===== src/rtl/display7seg_pkg.sv =====
// Shared code/segment constants and types for the multi-digit 7-segment controller.
package display7seg_pkg;

    localparam int CODE_W = 5;
    localparam int SEG_W  = 7;

    typedef logic [CODE_W-1:0] code_t;
    typedef logic [SEG_W-1:0]  seg_t;

    // Extended character codes beyond the 0-F hex set
    localparam code_t CODE_G     = 5'h10;
    localparam code_t CODE_H     = 5'h11;
    localparam code_t CODE_I     = 5'h12;
    localparam code_t CODE_DASH  = 5'h13;
    localparam code_t CODE_BLANK = 5'h1F;
    localparam code_t CODE_ZERO  = 5'h00;

    // Active-low segment images, bit 6 = g (middle) .. bit 0 = a
    localparam seg_t SEG_OFF = 7'h7F;
    localparam seg_t SEG_ALL = 7'h00;

endpackage


===== src/rtl/display7seg_if.sv =====
// Bundle between the debug datapath (master) and the display controller (slave).
interface display7seg_if #(
    parameter int N_DIGITS = 6
);
    // load is a single-cycle capture strobe with no back-pressure: codes are taken
    // on every rising edge where load=1; blink_en/lz_suppress/lamp_test are levels.
    logic                    load;
    logic [5*N_DIGITS-1:0]   codes;
    logic [N_DIGITS-1:0]     blink_en;
    logic                    lz_suppress;
    logic                    lamp_test;
    logic [7*N_DIGITS-1:0]   display;
    logic                    blink_phase;

    modport master (
        output load, codes, blink_en, lz_suppress, lamp_test,
        input  display, blink_phase
    );

    modport slave (
        input  load, codes, blink_en, lz_suppress, lamp_test,
        output display, blink_phase
    );
endinterface


===== src/rtl/display7seg_seg7_decode.sv =====
// Combinational 5-bit character code to active-low 7-segment image.
module seg7_decode
    import display7seg_pkg::*;
(
    input  code_t i_code,
    output seg_t  o_seg
);

    always_comb begin
        o_seg = SEG_OFF;
        case (i_code)
            5'h00:     o_seg = 7'b1000000;
            5'h01:     o_seg = 7'b1111001;
            5'h02:     o_seg = 7'b0100100;
            5'h03:     o_seg = 7'b0110000;
            5'h04:     o_seg = 7'b0011001;
            5'h05:     o_seg = 7'b0010010;
            5'h06:     o_seg = 7'b0000010;
            5'h07:     o_seg = 7'b1111000;
            5'h08:     o_seg = 7'b0000000;
            5'h09:     o_seg = 7'b0010000;
            5'h0A:     o_seg = 7'b0001000;
            5'h0B:     o_seg = 7'b0000011;
            5'h0C:     o_seg = 7'b1000110;
            5'h0D:     o_seg = 7'b0100001;
            5'h0E:     o_seg = 7'b0000110;
            5'h0F:     o_seg = 7'b0001110;
            CODE_G:    o_seg = 7'b0000010;
            CODE_H:    o_seg = 7'b0001011;
            CODE_I:    o_seg = 7'b1111011;
            CODE_DASH: o_seg = 7'b0111111;
            default:   o_seg = SEG_OFF;
        endcase
    end

endmodule


===== src/rtl/display7seg_ctrl.sv =====
// Registered multi-digit 7-segment controller: digit latches, blink timer,
// leading-zero suppression and lamp test feeding a registered output image.
module display7seg_ctrl
    import display7seg_pkg::*;
#(
    parameter int N_DIGITS  = 6,
    parameter int BLINK_DIV = 25000000
) (
    input  logic          clock,
    input  logic          reset,
    display7seg_if.slave  io_bus
);

    localparam int CNT_W = (BLINK_DIV > 1) ? $clog2(BLINK_DIV) : 1;
    localparam logic [CNT_W-1:0] CNT_MAX = CNT_W'(BLINK_DIV - 1);

    code_t                   r_digit [N_DIGITS];
    logic [CNT_W-1:0]        r_blink_cnt;
    logic                    r_blink_phase;
    logic [7*N_DIGITS-1:0]   r_display;

    seg_t                    w_seg [N_DIGITS];
    logic [N_DIGITS-1:0]     w_lz_blank;
    logic [7*N_DIGITS-1:0]   w_next_display;
    logic                    w_blink_wrap;

    generate
        for (genvar g = 0; g < N_DIGITS; g++) begin : g_dec
            seg7_decode u_dec (
                .i_code (r_digit[g]),
                .o_seg  (w_seg[g])
            );
        end
    endgenerate

    // Suppression runs from the leftmost digit and stops at the first non-zero code;
    // digit 0 is excluded so a value of zero still shows a single '0'.
    always_comb begin
        logic v_run;
        w_lz_blank = '0;
        v_run      = io_bus.lz_suppress;
        for (int i = N_DIGITS - 1; i >= 1; i--) begin
            v_run         = v_run && (r_digit[i] == CODE_ZERO);
            w_lz_blank[i] = v_run;
        end
    end

    always_comb begin
        w_next_display = '1;
        for (int i = 0; i < N_DIGITS; i++) begin
            if (io_bus.lamp_test)
                w_next_display[7*i +: 7] = SEG_ALL;
            else if (r_blink_phase && io_bus.blink_en[i])
                w_next_display[7*i +: 7] = SEG_OFF;
            else if (w_lz_blank[i])
                w_next_display[7*i +: 7] = SEG_OFF;
            else
                w_next_display[7*i +: 7] = w_seg[i];
        end
    end

    assign w_blink_wrap = (r_blink_cnt == CNT_MAX);

    always_ff @(posedge clock) begin
        if (reset) begin
            for (int i = 0; i < N_DIGITS; i++)
                r_digit[i] <= CODE_BLANK;
            r_blink_cnt   <= '0;
            r_blink_phase <= 1'b0;
            r_display     <= '1;
        end else begin
            if (io_bus.load) begin
                for (int i = 0; i < N_DIGITS; i++)
                    r_digit[i] <= io_bus.codes[5*i +: 5];
            end
            if (w_blink_wrap) begin
                r_blink_cnt   <= '0;
                r_blink_phase <= ~r_blink_phase;
            end else begin
                r_blink_cnt   <= r_blink_cnt + 1'b1;
            end
            r_display <= w_next_display;
        end
    end

    assign io_bus.display     = r_display;
    assign io_bus.blink_phase = r_blink_phase;

endmodule

===== src/flat_wrapper.sv =====
// flat-port wrapper written by rule: the top's interface ports become plain ports
module display7seg_ctrl_flat import display7seg_pkg::*;
#(
    parameter int N_DIGITS  = 6,
    parameter int BLINK_DIV = 25000000
)
  (clock, reset, io_bus_load, io_bus_codes, io_bus_blink_en, io_bus_lz_suppress, io_bus_lamp_test, io_bus_display, io_bus_blink_phase);
  display7seg_if #(.N_DIGITS(N_DIGITS)) io_bus_i ();
  input  logic clock;
  input  logic reset;
  input wire logic [$bits(io_bus_i.load)-1:0] io_bus_load;
  input wire logic [$bits(io_bus_i.codes)-1:0] io_bus_codes;
  input wire logic [$bits(io_bus_i.blink_en)-1:0] io_bus_blink_en;
  input wire logic [$bits(io_bus_i.lz_suppress)-1:0] io_bus_lz_suppress;
  input wire logic [$bits(io_bus_i.lamp_test)-1:0] io_bus_lamp_test;
  output wire logic [$bits(io_bus_i.display)-1:0] io_bus_display;
  output wire logic [$bits(io_bus_i.blink_phase)-1:0] io_bus_blink_phase;
  assign io_bus_i.load = io_bus_load;
  assign io_bus_i.codes = io_bus_codes;
  assign io_bus_i.blink_en = io_bus_blink_en;
  assign io_bus_i.lz_suppress = io_bus_lz_suppress;
  assign io_bus_i.lamp_test = io_bus_lamp_test;
  assign io_bus_display = io_bus_i.display;
  assign io_bus_blink_phase = io_bus_i.blink_phase;
  display7seg_ctrl #(.N_DIGITS(N_DIGITS), .BLINK_DIV(BLINK_DIV)) u_core (.clock(clock), .reset(reset), .io_bus(io_bus_i));
endmodule

===== config.mk =====
export PLATFORM = sky130hd
export DESIGN_NAME = display7seg_ctrl_flat
export DESIGN_NICKNAME = d
export VERILOG_FILES = /design/src/rtl/display7seg_pkg.sv /design/src/rtl/display7seg_if.sv /design/src/rtl/display7seg_seg7_decode.sv /design/src/rtl/display7seg_ctrl.sv /design/src/flat_wrapper.sv
export SDC_FILE = /design/constraint.sdc
export NUM_CORES = 1
export LEC_CHECK = 0
export CAP_MARGIN = 20
export CORE_MARGIN = 5
export CORE_UTILIZATION = 56
export CTS_BUF_LIST = sky130_fd_sc_hd__clkbuf_8
export DETAILED_ROUTE_END_ITERATION = 6
export PLACE_DENSITY = 0.83
export SYNTH_ARGS = -nofsm -noshare
export SYNTH_HDL_FRONTEND = slang
export SYNTH_SLANG_ARGS = --single-unit

===== constraint.sdc =====
create_clock -name clock -period 2.4 [get_ports clock]
set_input_delay 0.24 -clock clock [delete_from_list [all_inputs] [get_ports clock]]
set_output_delay 0.24 -clock clock [all_outputs]
set_load 0.03 [all_outputs]

Yosys cells after proc, flatten, opt, wreduce, memory -nomap -nowiden
Memory sizes are Yosys's and may differ from the RTL's.
Cells that the tools add are included.
- $add $sub $neg: 1
- $mul: 0
- div/mod/pow operators: 0
- order comparisons: 0
- equal/unequal tests: 1
- shift-type cells: 0
- muxes and demuxes: 28
- bitwise logic cells: 7
- reduce and logical (&&, ||, !) cells: 17
- operators by type and width (cell ; number):
    2-to-1 mux 7 bit ; 17
    2-to-1 mux 5 bit ; 6
    adder 25 x 1 -> 25 bit (second input constant) ; 1
    equality test 25 bit (second input constant) ; 1
    zero test 5 bit ; 5
    logical AND 1 bit ; 11
    OR 1 bit ; 6
    2-to-1 mux 1 bit ; 5
    OR reduction 2 bit ; 1
    NOT 1 bit ; 1
- bits in registers: 68
- latch bits: 0
- memory bits (writable): 30
- bits in read-only memories: 1344
- input bits: 41
- output and inout bits: 43
- logic and storage cells: 64
- memories: 7
- memories (memory ; words ; bits a word ; rd ports ; clocked after Yosys merged registers in ; wr ports ; line ; source):
    (no name shown) ; 32 ; 7 ; 1 ; 0 ; 0 ; display7seg_seg7_decode.sv:11 ; case (i_code)
    (no name shown) ; 32 ; 7 ; 1 ; 0 ; 0 ; display7seg_seg7_decode.sv:11 ;
    (no name shown) ; 32 ; 7 ; 1 ; 0 ; 0 ; display7seg_seg7_decode.sv:11 ;
    (no name shown) ; 32 ; 7 ; 1 ; 0 ; 0 ; display7seg_seg7_decode.sv:11 ;
    (no name shown) ; 32 ; 7 ; 1 ; 0 ; 0 ; display7seg_seg7_decode.sv:11 ;
    (no name shown) ; 32 ; 7 ; 1 ; 0 ; 0 ; display7seg_seg7_decode.sv:11 ;
    1 more memories ; - ; - ; - ; - ; - ; - ;

Longest topological paths before layout
An unclocked memory read counts as a cell.
- depth in word-level cells: 10
- mapped depth: 9
- depth with buffers taken out: 7

Cells and area by module
A second synthesis with hierarchy kept.
- cell total of the unflattened synthesis: 657
- area total of the unflattened synthesis: 6025.8 um2
- modules (own cells, without submodules) (module ; times used ; cells an instance ; area an instance (um2) ; seq. area each (um2)):
    display7seg_ctrl ; 1 ; 350 ; 3814.9 ; 2262.2
    seg7_decode at u_core.g_dec[2].u_dec ... ; 4 ; 50 ; 362.8 ; 0.0
    seg7_decode at u_core.g_dec[1].u_dec ; 1 ; 55 ; 392.9 ; 0.0
    seg7_decode at u_core.g_dec[0].u_dec ; 1 ; 52 ; 366.6 ; 0.0

Worst setup path before layout
No wires, ideal clock.
- path kind: reg2reg
- start point: memory u_core.r_digit[0][21] in the netlist's numbering
- end point: register u_core.r_display[9] (netlist: u_core.io_bus.display[9])
- setup time: 0.077 ns
- data arrival time: 1.985 ns
- data required time: 2.323 ns
- setup slack: 0.338 ns
- stages on the path, launching flop included: 8
- path buffers: 0
- clock period less this slack: 2.062 ns
- cells stage by stage: edfxtp_1 -> inv_1 -> ha_1 -> or4b_1 -> nor4_2 -> and3_2 -> a31oi_4 -> a41oi_2
- RTL lines (what ; line ; source):
    start, declared ; display7seg_ctrl.sv:17 ; code_t r_digit [N_DIGITS];
    end signal, assigned ; display7seg_ctrl.sv:82 ; r_display <= w_next_display;
    end, declared ; display7seg_ctrl.sv:20 ; logic [7*N_DIGITS-1:0] r_display;

==> out/results.tsv <==
stage	metric	value	unit
grt	grt_usage	21.9	%
synth	ys_types	52	
finish	area_delta_synth_final	21.1	%
die	die_y	108	um
power	internal_power	0.00258	W
sta	fin_setup_tns	0	ns
grt	grt.overflow.total	0	
worst_hold_path	hp-class	reg2reg	
sta	relSlewSlack	49.7	%
critical_path	cp_max_fo	5	
power	powerDensity	563	mW/mm^2
die	fp.coreArea	0.00959	mm^2
cts	clockBufferDepth	2	
cts	clk_pin_slew	0.09	ns
placement	postPlaceCellArea	0.00640	mm^2
die	die_area	0.0118	mm^2
synth	syn_inst	607	
grt	grt_pass1_vias	4337	
synth	synth_seq_cells	98	
critical_path	arrival	2.55	ns
routing	viasPerCell	5.57	
routing	dr.pass1.iters	5	
finish	final_cell_mix	clkdlybuf4s50_1, dfxtp_1, nor2_1	
status	status	finished clean	
cts	cts_made_buffers	9	
sta	period_minus_slack	2.27	ns
routing	route.detailed.drc	0	
critical_path	cp_data_required_time	2.68	ns
finish	stdcell_area	0.00657	mm^2
power	ir_drop	0.425	mV
sta	final-hold-violation-count	0	
die	io_pins	84	
critical_path	cp-end-kind	register	
cts	cts_tree	yes	
routing	drt.antenna.violating_nets	0	
cts	cts_resized	0	
die	row_count	36	
finish	num-nets-final	756	
routing	wl_per_cell	15.1	um
synth	netlist_area	0.00542	mm^2
sta	skew	0.0108	ns
synth	syn_nets	683	
finish	stdcell_count	818	
cts	clock_sinks	98	
synth	syn-mean-instance-area	8.94	um^2
routing	vias	4559	
finish	fillers	730	
cts	cts.htree.levels	3	
finish	diodes	0	
critical_path	startpoint_type	register	
power	power_switching	0.00111	W
grt	antenna_found_initial	0	
placement	dp_cells	802	
critical_path	crit_type	reg2reg	
die	die_w	108	um
cts	cts_hold_buf	0	
grt	grt_max_degree	31	
sta	setup_viol	0	
cts	cts_root_buffer	clkbuf_8	
synth	synth_edf_count	30	
routing	drt-initial-drc-count	375	
sta	maxSlewViolCount	0	
power	p_clk_share	25.0	%
die	start_util	56.5	%
power	p_leak	2.56	nW
placement	dpl.hpwl	9040	um
placement	port_buffers	83	
cts	clock_latency	0.36	ns
grt	grt_pass1_wl	20500	um
placement	gp_congestion	0.931	
finish	drive_above_1_share	8.03	%
synth	yosysWarnings	0	
finish	final_common_cell	clkdlybuf4s50_1	
sta	post-route-period-util	94.6	%
power	power_frac_seq	52.0	%
synth	synth_flop_cell	dfxtp_1	
sta	max_freq	0.441	GHz
power	p_sw_share	30.2	%
synth	synth-seq-area-share	41.7	%
routing	wl	12300	um
sta	rsz0062_at_grt	no	
cts	cts_setup_buffers	0	
run	timing.max_cap.violations	0	
power	p_comb_share	23.0	%
synth	synthArstFlopShare	0	%
sta	tightest_slew	0.755	ns
-- critical path, cell delays in order (launching register included) --
cell      delay, ns
edfxtp_1       0.48
inv_1          0.17
ha_1           0.18
or4b_1         0.49
nor4_2         0.28
and3_2         0.28
a211oi_1       0.10
a41oi_1        0.19
-- area by class of cell --
type	instances	area (um^2)	area share (%)
well taps	133	166	2.53
flip-flops and latches	98	2260	34.5
clock inverters	7	38.8	0.591
clock buffers	9	124	1.89
inverters	25	93.8	1.43
multi-input cells	446	2920	44.5
repair buffers	100	958	14.6
-- synth_stat cells, types with 2 or more instances --
master | number | area [um^2]
a21boi_0 | 2 | 15.0
nor2b_1 | 14 | 87.6
ha_1 | 35 | 438
a31o_2 | 2 | 17.5
or4b_1 | 2 | 20.0
nand3b_1 | 4 | 30.0
o22ai_1 | 9 | 56.3
and3_1 | 3 | 18.8
nand4_1 | 8 | 50.1
xor2_1 | 16 | 140
o21ai_0 | 47 | 235
and4_1 | 6 | 52.6
buf_2 | 4 | 20.0
clkbuf_1 | 34 | 128
nand3_1 | 16 | 80.1
a31oi_1 | 7 | 43.8
nor3_1 | 14 | 70.1
o21bai_1 | 3 | 22.5
xnor2_1 | 8 | 70.1
nor2_1 | 59 | 221
mux2_2 | 2 | 22.5
or2_2 | 11 | 68.8
edfxtp_1 | 30 | 901
a311oi_1 | 4 | 35.0
mux2i_1 | 10 | 100
dfxtp_1 | 68 | 1360
a21o_1 | 8 | 60.1
inv_1 | 24 | 90.1
a211oi_1 | 2 | 15.0
and2_1 | 2 | 12.5
nor4_1 | 2 | 12.5
or3_1 | 4 | 25.0
a311o_1 | 2 | 20.0
nand2b_1 | 37 | 231
a21oi_1 | 54 | 270
nand2_1 | 32 | 120
mux4_2 | 4 | 90.1
a211o_1 | 4 | 35.0
-- power by group through the flow --
stage	Sequential (W)	Combinational, W	Clock (W)
floorplan	0.00204	0.000438	0
finish	0.00192	0.000850	0.000922
detailed placement	0.00196	0.000843	0
global placement	0.00195	0.000819	0
CTS	0.00192	0.000848	0.000947
global route	0.00194	0.000926	0.00104
-- worst paths after layout --
kind                                                     startpoint                                   end  slack, ns  depth (start not counted)
worst min register to register     u_core.r_blink_cnt[0]$_SDFF_PP0_      u_core.r_blink_cnt[0]$_SDFF_PP0_       0.47                          1
worst min-delay path               u_core.r_blink_cnt[0]$_SDFF_PP0_      u_core.r_blink_cnt[0]$_SDFF_PP0_       0.47                          1
worst max-delay path            u_core.r_digit[0][20]$_SDFFCE_PN1P_  u_core.io_bus.display[16]$_SDFF_PP1_       0.13                          7
worst max register to register  u_core.r_digit[0][20]$_SDFFCE_PN1P_  u_core.io_bus.display[16]$_SDFF_PP1_       0.13                          7
-- sequential cells by signal (all words and copies together) (netlist names) --
register                   flops
u_core.io_bus.blink_phase      1
u_core.r_blink_cnt            25
u_core.io_bus.display         42
u_core.r_digit                30
-- cells by family (layout without fill, tap and decap cells) --
family / after synthesis / in the layout / synth area share, %
AOI/OAI and AO/OA: 150 / 150 / 16.6
and+or+nand+nor: 221 / 221 / 21.4
DFF: 98 / 98 / 41.7
muxes: 16 / 16 / 3.92
buffers and inverters: 63 / 141 / 4.45
adders and majority gates: 35 / 35 / 8.07
xor gates and xnor gates: 24 / 24 / 3.88
-- per-layer routing --
layer | track usage [%] | vias up | share of wire (%)
li1 | - | 2270 | -
met1 | 27.9 | 2080 | 41
met2 | 37.0 | 193 | 50
met3 | 4.66 | 16 | 7.7
met4 | 6.94 | 0 | 1.2
met5 | 0 | - | 0
-- per-stage QoR --
| step | hold slack [ns] | worst slack [ns] | util [%] | power, W |
|---|---|---|---|---|
| global route | 0.493 | 0.0342 | 68.4 | 0.00390 |
| CTS | 0.476 | 0.116 | 68.4 | 0.00372 |
| detailed placement | 0.455 | 0.152 | 66.7 | 0.00280 |
| global placement | 0.436 | 0.252 | 66.7 | 0.00277 |
| floorplan | 0.418 | 0.338 | - | 0.00248 |
| finish | 0.470 | 0.130 | 68.4 | 0.00369 |
Note: power is estimated with default switching activity, not from simulation.
